--- src/rtl/conv_pkg.sv ---
// Shared types for the 3x3 convolution window sequencer: fp16 element, tile,
// window and output-map shapes, and the sequencer FSM state encoding.
package conv_pkg;
  localparam int FP16_W = 16;

  typedef logic [FP16_W-1:0] fp16_t;
  typedef fp16_t [15:0]      tile_t;
  typedef fp16_t [8:0]       window_t;
  typedef fp16_t [3:0]       ofmap_t;
  typedef logic [1:0]        pos_t;

  typedef enum logic [1:0] {
    IDLE  = 2'd0,
    ISSUE = 2'd1,
    DRAIN = 2'd2,
    DONE  = 2'd3
  } state_t;
endpackage

--- src/rtl/conv_window_sequencer_if.sv ---
// Tile-in / window-out / ofmap-out signal bundle of the window sequencer.
interface conv_window_sequencer_if
  import conv_pkg::*;
#(
  parameter int DATA_W = FP16_W
);
  // A transfer happens on a rising edge where valid && ready; the source holds
  // data stable while valid is high, and ready never depends on valid.
  logic                     in_valid;
  logic                     in_ready;
  logic [15:0][DATA_W-1:0]  ifmap_4x4;
  logic [8:0][DATA_W-1:0]   weight_in;
  logic [8:0][DATA_W-1:0]   window;
  logic [8:0][DATA_W-1:0]   weight_3x3;
  logic                     win_valid;
  logic [DATA_W-1:0]        result;
  logic [3:0][DATA_W-1:0]   ofmap;
  logic                     out_valid;
  logic                     out_ready;

  modport slave (
    input  in_valid, ifmap_4x4, weight_in, result, out_ready,
    output in_ready, window, weight_3x3, win_valid, ofmap, out_valid
  );

  modport master (
    output in_valid, ifmap_4x4, weight_in, result, out_ready,
    input  in_ready, window, weight_3x3, win_valid, ofmap, out_valid
  );
endinterface

--- src/rtl/conv_lat_tag.sv ---
// Delay line that tracks which output position a window belongs to while the
// external kernel computes it: valid bit plus 2-bit position, DEPTH stages.
module conv_lat_tag
  import conv_pkg::*;
#(
  parameter int DEPTH = 3
) (
  input  logic clk,
  input  logic rst_n,
  input  logic valid,
  input  pos_t idx,
  output logic valid_d,
  output pos_t idx_d
);
  logic [DEPTH-1:0] v_sr;
  pos_t             i_sr [DEPTH];

  always_ff @(posedge clk or negedge rst_n) begin
    if (!rst_n) begin
      v_sr <= '0;
      for (int s = 0; s < DEPTH; s++) i_sr[s] <= '0;
    end else begin
      v_sr[0] <= valid;
      i_sr[0] <= idx;
      for (int s = 1; s < DEPTH; s++) begin
        v_sr[s] <= v_sr[s-1];
        i_sr[s] <= i_sr[s-1];
      end
    end
  end

  assign valid_d = v_sr[DEPTH-1];
  assign idx_d   = i_sr[DEPTH-1];
endmodule

--- src/rtl/conv_window_sequencer.sv ---
// Captures a 4x4 tile and 3x3 kernel, streams the four 3x3 windows to an
// external fixed-latency kernel, and gathers its results into a 2x2 ofmap.
module conv_window_sequencer
  import conv_pkg::*;
#(
  parameter int DATA_W     = 16,
  parameter int KERNEL_LAT = 3
) (
  input  logic                    clk,
  input  logic                    rst_n,
  conv_window_sequencer_if.slave  bus,
  output state_t                  dbg_state
);
  state_t                  state;
  pos_t                    idx;
  logic                    in_ready_q;
  logic                    out_valid_q;
  logic                    last_q;
  logic [15:0][DATA_W-1:0] tile_q;
  logic [8:0][DATA_W-1:0]  kern_q;
  logic [3:0][DATA_W-1:0]  ofmap_q;
  logic [8:0][DATA_W-1:0]  win_c;
  logic [3:0]              base;
  logic                    issue;
  logic                    tag_v;
  pos_t                    tag_idx;

  assign issue = (state == ISSUE);

  conv_lat_tag #(.DEPTH(KERNEL_LAT)) u_tag (
    .clk     (clk),
    .rst_n   (rst_n),
    .valid   (issue),
    .idx     (idx),
    .valid_d (tag_v),
    .idx_d   (tag_idx)
  );

  // Window origin is row idx[1], column idx[0] of the captured tile.
  always_comb begin
    win_c = '0;
    base  = {1'b0, idx[1], 2'b00} + {3'b000, idx[0]};
    if (issue) begin
      for (int i = 0; i < 3; i++) begin
        for (int j = 0; j < 3; j++) begin
          win_c[4'(3*i + j)] = tile_q[base + 4'(4*i + j)];
        end
      end
    end
  end

  always_ff @(posedge clk or negedge rst_n) begin
    if (!rst_n) begin
      state       <= IDLE;
      idx         <= '0;
      in_ready_q  <= 1'b0;
      out_valid_q <= 1'b0;
      last_q      <= 1'b0;
      tile_q      <= '0;
      kern_q      <= '0;
      ofmap_q     <= '0;
    end else begin
      if (tag_v) ofmap_q[tag_idx] <= bus.result;
      // One cycle of slack after the final result lands before DONE.
      last_q <= tag_v && (tag_idx == 2'd3);
      case (state)
        IDLE: begin
          if (bus.in_valid && in_ready_q) begin
            tile_q     <= bus.ifmap_4x4;
            kern_q     <= bus.weight_in;
            idx        <= '0;
            in_ready_q <= 1'b0;
            state      <= ISSUE;
          end else begin
            in_ready_q <= 1'b1;
          end
        end
        ISSUE: begin
          idx <= idx + 2'd1;
          if (idx == 2'd3) state <= DRAIN;
        end
        DRAIN: begin
          if (last_q) begin
            out_valid_q <= 1'b1;
            state       <= DONE;
          end
        end
        DONE: begin
          if (bus.out_ready) begin
            out_valid_q <= 1'b0;
            in_ready_q  <= 1'b1;
            state       <= IDLE;
          end
        end
        default: state <= IDLE;
      endcase
    end
  end

  assign bus.in_ready   = in_ready_q;
  assign bus.window     = win_c;
  assign bus.win_valid  = issue;
  assign bus.weight_3x3 = kern_q;
  assign bus.ofmap      = ofmap_q;
  assign bus.out_valid  = out_valid_q;
  assign dbg_state      = state;
endmodule

--- src/flat_wrapper.sv ---
// flat-port wrapper written by rule: the top's interface ports become plain ports
module conv_window_sequencer_flat import conv_pkg::*;
#(
  parameter int DATA_W     = 16,
  parameter int KERNEL_LAT = 3
)
  (clk, rst_n, dbg_state, bus_in_valid, bus_ifmap_4x4, bus_weight_in, bus_result, bus_out_ready, bus_in_ready, bus_window, bus_weight_3x3, bus_win_valid, bus_ofmap, bus_out_valid);
  conv_window_sequencer_if #(.DATA_W(DATA_W)) bus_i ();
  input  logic clk;
  input  logic rst_n;
  output state_t dbg_state;
  input wire logic [$bits(bus_i.in_valid)-1:0] bus_in_valid;
  input wire logic [$bits(bus_i.ifmap_4x4)-1:0] bus_ifmap_4x4;
  input wire logic [$bits(bus_i.weight_in)-1:0] bus_weight_in;
  input wire logic [$bits(bus_i.result)-1:0] bus_result;
  input wire logic [$bits(bus_i.out_ready)-1:0] bus_out_ready;
  output wire logic [$bits(bus_i.in_ready)-1:0] bus_in_ready;
  output wire logic [$bits(bus_i.window)-1:0] bus_window;
  output wire logic [$bits(bus_i.weight_3x3)-1:0] bus_weight_3x3;
  output wire logic [$bits(bus_i.win_valid)-1:0] bus_win_valid;
  output wire logic [$bits(bus_i.ofmap)-1:0] bus_ofmap;
  output wire logic [$bits(bus_i.out_valid)-1:0] bus_out_valid;
  assign bus_i.in_valid = bus_in_valid;
  assign bus_i.ifmap_4x4 = bus_ifmap_4x4;
  assign bus_i.weight_in = bus_weight_in;
  assign bus_i.result = bus_result;
  assign bus_i.out_ready = bus_out_ready;
  assign bus_in_ready = bus_i.in_ready;
  assign bus_window = bus_i.window;
  assign bus_weight_3x3 = bus_i.weight_3x3;
  assign bus_win_valid = bus_i.win_valid;
  assign bus_ofmap = bus_i.ofmap;
  assign bus_out_valid = bus_i.out_valid;
  conv_window_sequencer #(.DATA_W(DATA_W), .KERNEL_LAT(KERNEL_LAT)) u_core (.clk(clk), .rst_n(rst_n), .bus(bus_i), .dbg_state(dbg_state));
endmodule
--- config.mk ---
export PLATFORM = sky130hd
export DESIGN_NAME = conv_window_sequencer_flat
export DESIGN_NICKNAME = d
export VERILOG_FILES = /design/src/rtl/conv_pkg.sv /design/src/rtl/conv_window_sequencer_if.sv /design/src/rtl/conv_lat_tag.sv /design/src/rtl/conv_window_sequencer.sv /design/src/flat_wrapper.sv
export SDC_FILE = /design/constraint.sdc
export NUM_CORES = 1
export LEC_CHECK = 0
export ABC_AREA = 1
export CORE_AREA = 2 2 304 306
export DETAILED_ROUTE_END_ITERATION = 10
export DIE_AREA = 0 0 306 308
export DONT_BUFFER_PORTS = 1
export PLACE_DENSITY = 0.4
export REMOVE_ABC_BUFFERS = 1
export SLEW_MARGIN = 20
export SYNTH_ARGS = -nofsm -noshare
export SYNTH_HDL_FRONTEND = slang
export SYNTH_SLANG_ARGS = --single-unit
--- constraint.sdc ---
create_clock -name clk -period 2.7 [get_ports clk]
set_input_delay 0.27 -clock clk [delete_from_list [all_inputs] [get_ports clk]]
set_output_delay 0.27 -clock clk [all_outputs]
set_load 0.05 [all_outputs]
# Word level (Yosys, flattened, before mapping)
# Cells that the tools add are included.
# Widths: inputs -> output; s select.
[word_totals]
register_bits = 480
in_bits = 420
word_cells = 111
output_inout_bits = 357
[classes]
n_lt_le_gt_ge = 10
n_reduce_logical = 12
muxes = 33
eq_ne = 9
add_sub_neg = 9
[ops]
columns = ["cell", "n"]
rows = [
  ["$bmux 16 s4", 8],
  ["$mux 16", 9],
  ["$mux 128", 1],
  ["$bwmux 64", 1],
  ["$lt 4x5->1 const B", 8],
  ["$demux 16 s2", 1],
  ["$add 4x3->4 const B", 3],
  ["$mux 2", 5],
  ["$add 4x4->4 const B", 2],
  ["$eq 2x2->1 const B", 4],
  ["$pmux 2 s4", 1],
  ["$ne 2x1->1 const B", 3],
  ["$reduce_and 2->1", 3],
  ["$reduce_bool 2->1", 3],
  ["$add 3x1->4", 1],
  ["$add 4x1->4 const B", 1],
  ["$add 4x2->4 const B", 1],
  ["$mux 1", 4],
  ["$pmux 1 s2", 2],
  ["$pmux 2 s2", 1],
  ["$reduce_and 4->1", 1],
  ["$logic_and 1x1->1", 3],
  ["$lt 2x3->1 const B", 1],
  ["$reduce_and 3->1", 1],
  ["5 further kinds", 5],
]

# Logic depth before layout (Yosys ltp)
[depth]
ltp_word = 5
ltp_mapped = 8
mapped_depth_nobuf = 7

# Modules after synthesis
# Synthesis repeated with hierarchy kept, for this count alone.
[unflattened]
cells_unflattened = 2826
area_unflattened_um2 = 21640.8
[by_module_without_submodules]
columns = ["mod", "cells_per_inst", "area_each_um2", "n_inst"]
rows = [
  ["conv_window_sequencer", 2815, 21400.5, 1],
  ["conv_lat_tag", 11, 240.2, 1],
]

# Worst setup path after synthesis
# Ideal clock, no wire load.
[synth_path]
kind = "register -> output"
from = "reg u_core.state[1] (netlist: u_core.dbg_state[1])"
to = "out bus_window[100]"
path_slack_ps = -253
arrival_ps = 2683
required_time_ps = 2430
stages_incl_launch_ff = 8
path_cell_list = "dfrtp_1 -> inv_1 -> ha_1 -> buf_2 -> inv_2 -> buf_2 -> buf_2 -> a21oi_1"
[synth_via]
elab_chain_len = 2
[synth_lines]
columns = ["element", "line", "source"]
rows = [
  ["start: declaration", "conv_window_sequencer.sv:14", "state_t state;"],
  ["start signal: assignment", "conv_window_sequencer.sv:54", "state <= IDLE;"],
  ["start signal: assignment", "conv_window_sequencer.sv:73", "state <= ISSUE;"],
  ["start signal: assignment", "conv_window_sequencer.sv:80", "if (idx == 2'd3) state <= DRAIN;"],
  ["$eq 2x1->1", "conv_window_sequencer.sv:28", "assign issue = (state == ISSUE);"],
  ["named net bus_win_valid", "flat_wrapper.sv:20", "output wire logic [$bits(bus_i.win_valid)-1:0] bus_win_valid;"],
  ["$mux 128", "conv_window_sequencer.sv:43", "if (issue) begin"],
  ["end: declaration", "flat_wrapper.sv:18", "output wire logic [$bits(bus_i.window)-1:0] bus_window;"],
]
# The timed path passes the listed nets, and every way through them passes these cells.

# Final worst setup path
[layout_path]
from = "reg u_core.idx[0]"
to = "out bus_window[72]"
[layout_via]
elab_chain_len = 5
[layout_lines]
columns = ["element", "line", "source"]
rows = [
  ["start: declaration", "conv_window_sequencer.sv:15", "pos_t idx;"],
  ["start signal: assignment", "conv_window_sequencer.sv:79", "idx <= idx + 2'd1;"],
  ["$add 3x1->4", "conv_window_sequencer.sv:42", "base = {1'b0, idx[1], 2'b00} + {3'b000, idx[0]};"],
  ["$add 4x3->4", "conv_window_sequencer.sv:46", "win_c[4'(3*i + j)] = tile_q[base + 4'(4*i + j)];"],
  ["$bmux 16 s4", "conv_window_sequencer.sv:46", ""],
  ["$mux 16 (implied by the code)", "conv_window_sequencer.sv:46", ""],
  ["$mux 128", "conv_window_sequencer.sv:43", ""],
]
# No other way between the ends. The select of a mux whose other input is x is not followed.

==> impl_results.rst <==
.. list-table::
   :header-rows: 1

   * - Metric
     - Value
   * - Proportion of synthesized chip area in sequential cells
     - between 50% and 60%
   * - Slew margin rel.
     - -57.5%
   * - Number of hold violations in the final report
     - around 460
   * - H-Tree Level Count
     - 2
   * - Largest net degree at the start of global routing
     - between 400 and 500
   * - Placed cells
     - roughly 4.0k
   * - CP Max Fanout
     - 39
   * - Area contributors post-synth
     - sky130_fd_sc_hd__dfrtp_1 53%, sky130_fd_sc_hd__nand2_1 14%, sky130_fd_sc_hd__inv_1 7.0%, sky130_fd_sc_hd__a21oi_1 5.5%, sky130_fd_sc_hd__o21ai_1 5.3%
   * - Filler-free cell count of the finished design
     - between 4k and 5k
   * - Post-Synth Simple-Gate Area
     - about a fifth
   * - Number of nets in the layout
     - 3724
   * - R2R Setup Slk
     - about 0.55 ns
   * - Shortest period the worst path allows
     - ~2.6 ns
   * - Vias
     - 19.4k
   * - Violations in the final reports
     - hold timing, slew limit
   * - TritonCTS clock tree
     - yes
   * - Combinational family with the most area after synthesis
     - simple AND/OR/NAND/NOR gates
   * - Synth Instances
     - between 2k and 3k
   * - RSZ-0062 raised after global routing
     - true
   * - Maximum number of buffers from clock root to sink
     - 3
   * - Worst Path Buf+Inv
     - 3
   * - Post-Route Skew
     - 0.0113 ns
   * - Num Clock Sinks
     - between 400 and 500
   * - Number of primary I/O pins
     - between 700 and 800
   * - Run status
     - complete, but fails checks
   * - Total iterations of the first detailed-routing run
     - 5
   * - Post-Synth Adder-Cell Area
     - less than 1%
   * - Placeable Area
     - slightly above 90000 um^2
   * - Final RePlAce weighted congestion
     - slightly below 0.8
   * - Critical register-to-register path startpoint
     - u_core.dbg_state[0]
   * - Cell-by-cell listing of the critical path
     - inv_16, buf_16, nand2_1, nand2_1, nand2_1, a21oi_1, buf_4
   * - Vias per std cell
     - 4.27
   * - Crit path largest cell delay
     - 0.57 ns
   * - Nature of the critical path startpoint
     - register
   * - DIE WIDTH
     - 306 um
   * - # DRC
     - 0
   * - Drt wl/cell
     - 17.2 um
   * - Fraction of the mapped netlist area in compound gates
     - 13.4%
   * - Leakage Power
     - ~15 nW
   * - Arrival time at the worst endpoint
     - 2.30 ns
   * - Mean post-synth cell area
     - slightly below 8 um^2
   * - Worst supply voltage drop on vdd
     - 0.800 mV
   * - Nature of the critical path endpoint
     - output pin
   * - Clock latency reported for the late side of the worst-skew pair
     - 0.62 ns
   * - Synth Register Bits
     - between 400 and 500
   * - Synth-to-layout area growth
     - 38.1%
   * - Area leader, netlist
     - sky130_fd_sc_hd__dfrtp_1
   * - Cell area after technology mapping
     - 21900 um^2
   * - Via count of the first global-routing pass
     - 19.9k
   * - Post-Synth XOR/XNOR Area
     - 0%
   * - Required time at the endpoint of the critical path
     - around 2.4 ns
   * - Fraction of final layout cells sized beyond drive strength 1
     - 8.82%
   * - Antenna violations before repair
     - 6
   * - Count of port buffers added during placement
     - 0
   * - Minimum hold slack
     - -0.651 ns
   * - Post-detailed-routing wire length
     - between 70000 and 80000 um
   * - Initial standard-cell utilization of the core
     - about a quarter
   * - Share of synthesized area spent on multiplexers
     - 0%
   * - Maximum clock frequency
     - 389 MHz
   * - Count of max-cap constraint violations
     - 0
   * - Number of distinct library cells after synthesis
     - 21
   * - Std cell rows
     - 111
   * - Post-route fraction of the period consumed by the critical path
     - between 90% and 100%
   * - Total of endpoints with negative setup slack in the final report
     - 0
   * - Total die area
     - ~94000 um^2
   * - GRT overflow
     - 0
   * - Die span in y
     - ~310 um
   * - Clock-pin transition on the worst setup and hold timing paths
     - ~0.06 ns
   * - Root Buffer Master
     - sky130_fd_sc_hd__clkbuf_16
   * - Ys Warns
     - 0
   * - Post-detailed-placement half-perimeter wirelength
     - roughly 52000 um
   * - Sum of negative setup slack
     - 0 ns
   * - Cell Pwr Density
     - roughly 1400 nW/um^2
   * - Worst Hold Class
     - in2async
   * - Critical path's top delay family
     - buffers and inverters
   * - Worst Max-Slew Pin Slew
     - 2.36 ns
   * - Total CTS buffers
     - 57
   * - Number of max-slew violations in the final report
     - 220
   * - Global router's overall resource usage
     - 15.8%
   * - Worst setup path class
     - reg2out
   * - Reg2Reg Capture Point
     - u_core.tile_q[154]
   * - Number of nets still failing antenna checks after routing
     - 0
   * - Worst path most repeated cell
     - sky130_fd_sc_hd__nand2_1
   * - Area fraction of the dominant cell type after synthesis
     - a little over half
   * - CP max stage cell
     - sky130_fd_sc_hd__dfrtp_4
   * - R2r worst-path depth
     - 7
   * - Post-CTS Hold Fix Bufs
     - roughly 400
   * - Global-route wire length before repair
     - between 100000 and 150000 um
   * - Initial DRC count
     - 1267
-- kinds of logic after synthesis --
logic type / after synthesis
flip-flops: 464
AO/OA/AOI/OAI: 583
other: 1
buffers and inverters: 608
adder cells (fa/ha/maj): 6
AND/OR/NAND/NOR: 1164
-- through the flow --
step	utilization (%)	worst slack [ns]	area (um^2)	total power (W)
global route	33.2	-0.0364	30200	0.0451
floorplan	-	-7.76	20800	0.0280
CTS	33.1	-0.0315	30100	0.0425
finish	33.2	0.131	30200	0.0421
detailed placement	26.4	0.532	24000	0.0334
global placement	26.4	0.512	24000	0.0333
-- power by group --
| group | switching (W) | internal (W) |
|---|---|---|
| logic | 0.0111 | 0.00539 |
| registers | 0.00726 | 0.0101 |
| clock network | 0.00324 | 0.00510 |
| total | 0.0216 | 0.0206 |
-- synth_stat cells --
| cell type | number |
|---|---|
| sky130_fd_sc_hd__nand2_1 | 801 |
| sky130_fd_sc_hd__dfrtp_1 | 464 |
| sky130_fd_sc_hd__inv_1 | 409 |
| sky130_fd_sc_hd__a21oi_1 | 239 |
| sky130_fd_sc_hd__o21ai_1 | 231 |
| sky130_fd_sc_hd__nor2_1 | 213 |
| sky130_fd_sc_hd__nand3_1 | 148 |
| sky130_fd_sc_hd__buf_2 | 115 |
| sky130_fd_sc_hd__o21ai_0 | 110 |
| sky130_fd_sc_hd__clkbuf_1 | 33 |
| sky130_fd_sc_hd__buf_4 | 27 |
| sky130_fd_sc_hd__buf_6 | 20 |
| sky130_fd_sc_hd__ha_1 | 6 |
| sky130_fd_sc_hd__inv_2 | 2 |
| sky130_fd_sc_hd__o21bai_1 | 2 |
| sky130_fd_sc_hd__a21boi_0 | 1 |
| sky130_fd_sc_hd__buf_1 | 1 |
| sky130_fd_sc_hd__conb_1 | 1 |
| sky130_fd_sc_hd__inv_4 | 1 |
| sky130_fd_sc_hd__nand3_2 | 1 |
| sky130_fd_sc_hd__or2_2 | 1 |
-- per-layer routing --
metal,GRT usage (%),part of all wire (%),up-vias
li1,-,-,9682
met1,19.5,43,9018
met2,27.1,48,542
met3,4.25,6.4,108
met4,4.74,2.6,4
met5,0,0.033,-
-- placed cells by master (no fill, tap or decap), drive strengths merged, types with 2 or more instances in the layout --
master / netlist / routed
ha: 6 / 6
nand2: 801 / 801
buf: 163 / 190
clkbuf: 33 / 77
o21bai: 2 / 2
clkinvlp: 0 / 2
o21ai: 341 / 341
diode: 0 / 5
clkinv: 0 / 16
conb: 1 / 16
inv: 412 / 413
a21oi: 239 / 239
dlygate4sd3: 0 / 402
dfrtp: 464 / 464
bufinv: 0 / 10
nand3: 149 / 149
nor2: 213 / 213
-- final cells by class --
class,count,area [um^2]
Inverter,412,1580
Timing Repair Buffer,594,5830
Antenna cell,5,12.5
Multi-Input combinational cell,1769,7640
Tap cell,1186,1480
Sequential cell,464,11600
Fill cell,9717,60800
Clock buffer,75,1600
Clock inverter,29,429
-- worst max-delay path by stage --
stage | from | endpoint | slack (ns) | cells after the start
floorplan | u_core.dbg_state[0] | u_core.bus.weight_3x3[111] | -7.76 | 4
global placement | u_core.idx[0] | bus_window[72] | 0.51 | 7
detailed placement | u_core.dbg_state[1] | bus_window[8] | 0.53 | 6
CTS | u_core.idx[0] | bus_window[72] | -0.03 | 7
global route | u_core.idx[0] | bus_window[72] | -0.04 | 7
finish | u_core.idx[0] | bus_window[72] | 0.13 | 7
-- sequential cells by signal, summed over array words and instances, names as in the netlist --
signal,count
u_core.bus.ofmap,64
u_core.dbg_state,2
u_core.u_tag.i_sr,4
u_core.bus.weight_3x3,144
u_core.bus.out_valid,1
u_core.bus.in_ready,1
u_core.tile_q,240
u_core.last_q,1
u_core.u_tag.idx_d,2
u_core.idx,2
u_core.u_tag.v_sr,3
-- what timing repair did --
item | in CTS | in global routing
hold endpoints to repair | 916 | 464
gates resized for setup | 7 | 13
setup buffers | 0 | 1
cloned | 0 | 2
setup endpoints to repair | 92 | 64
Power figures use the tool's default switching activity.
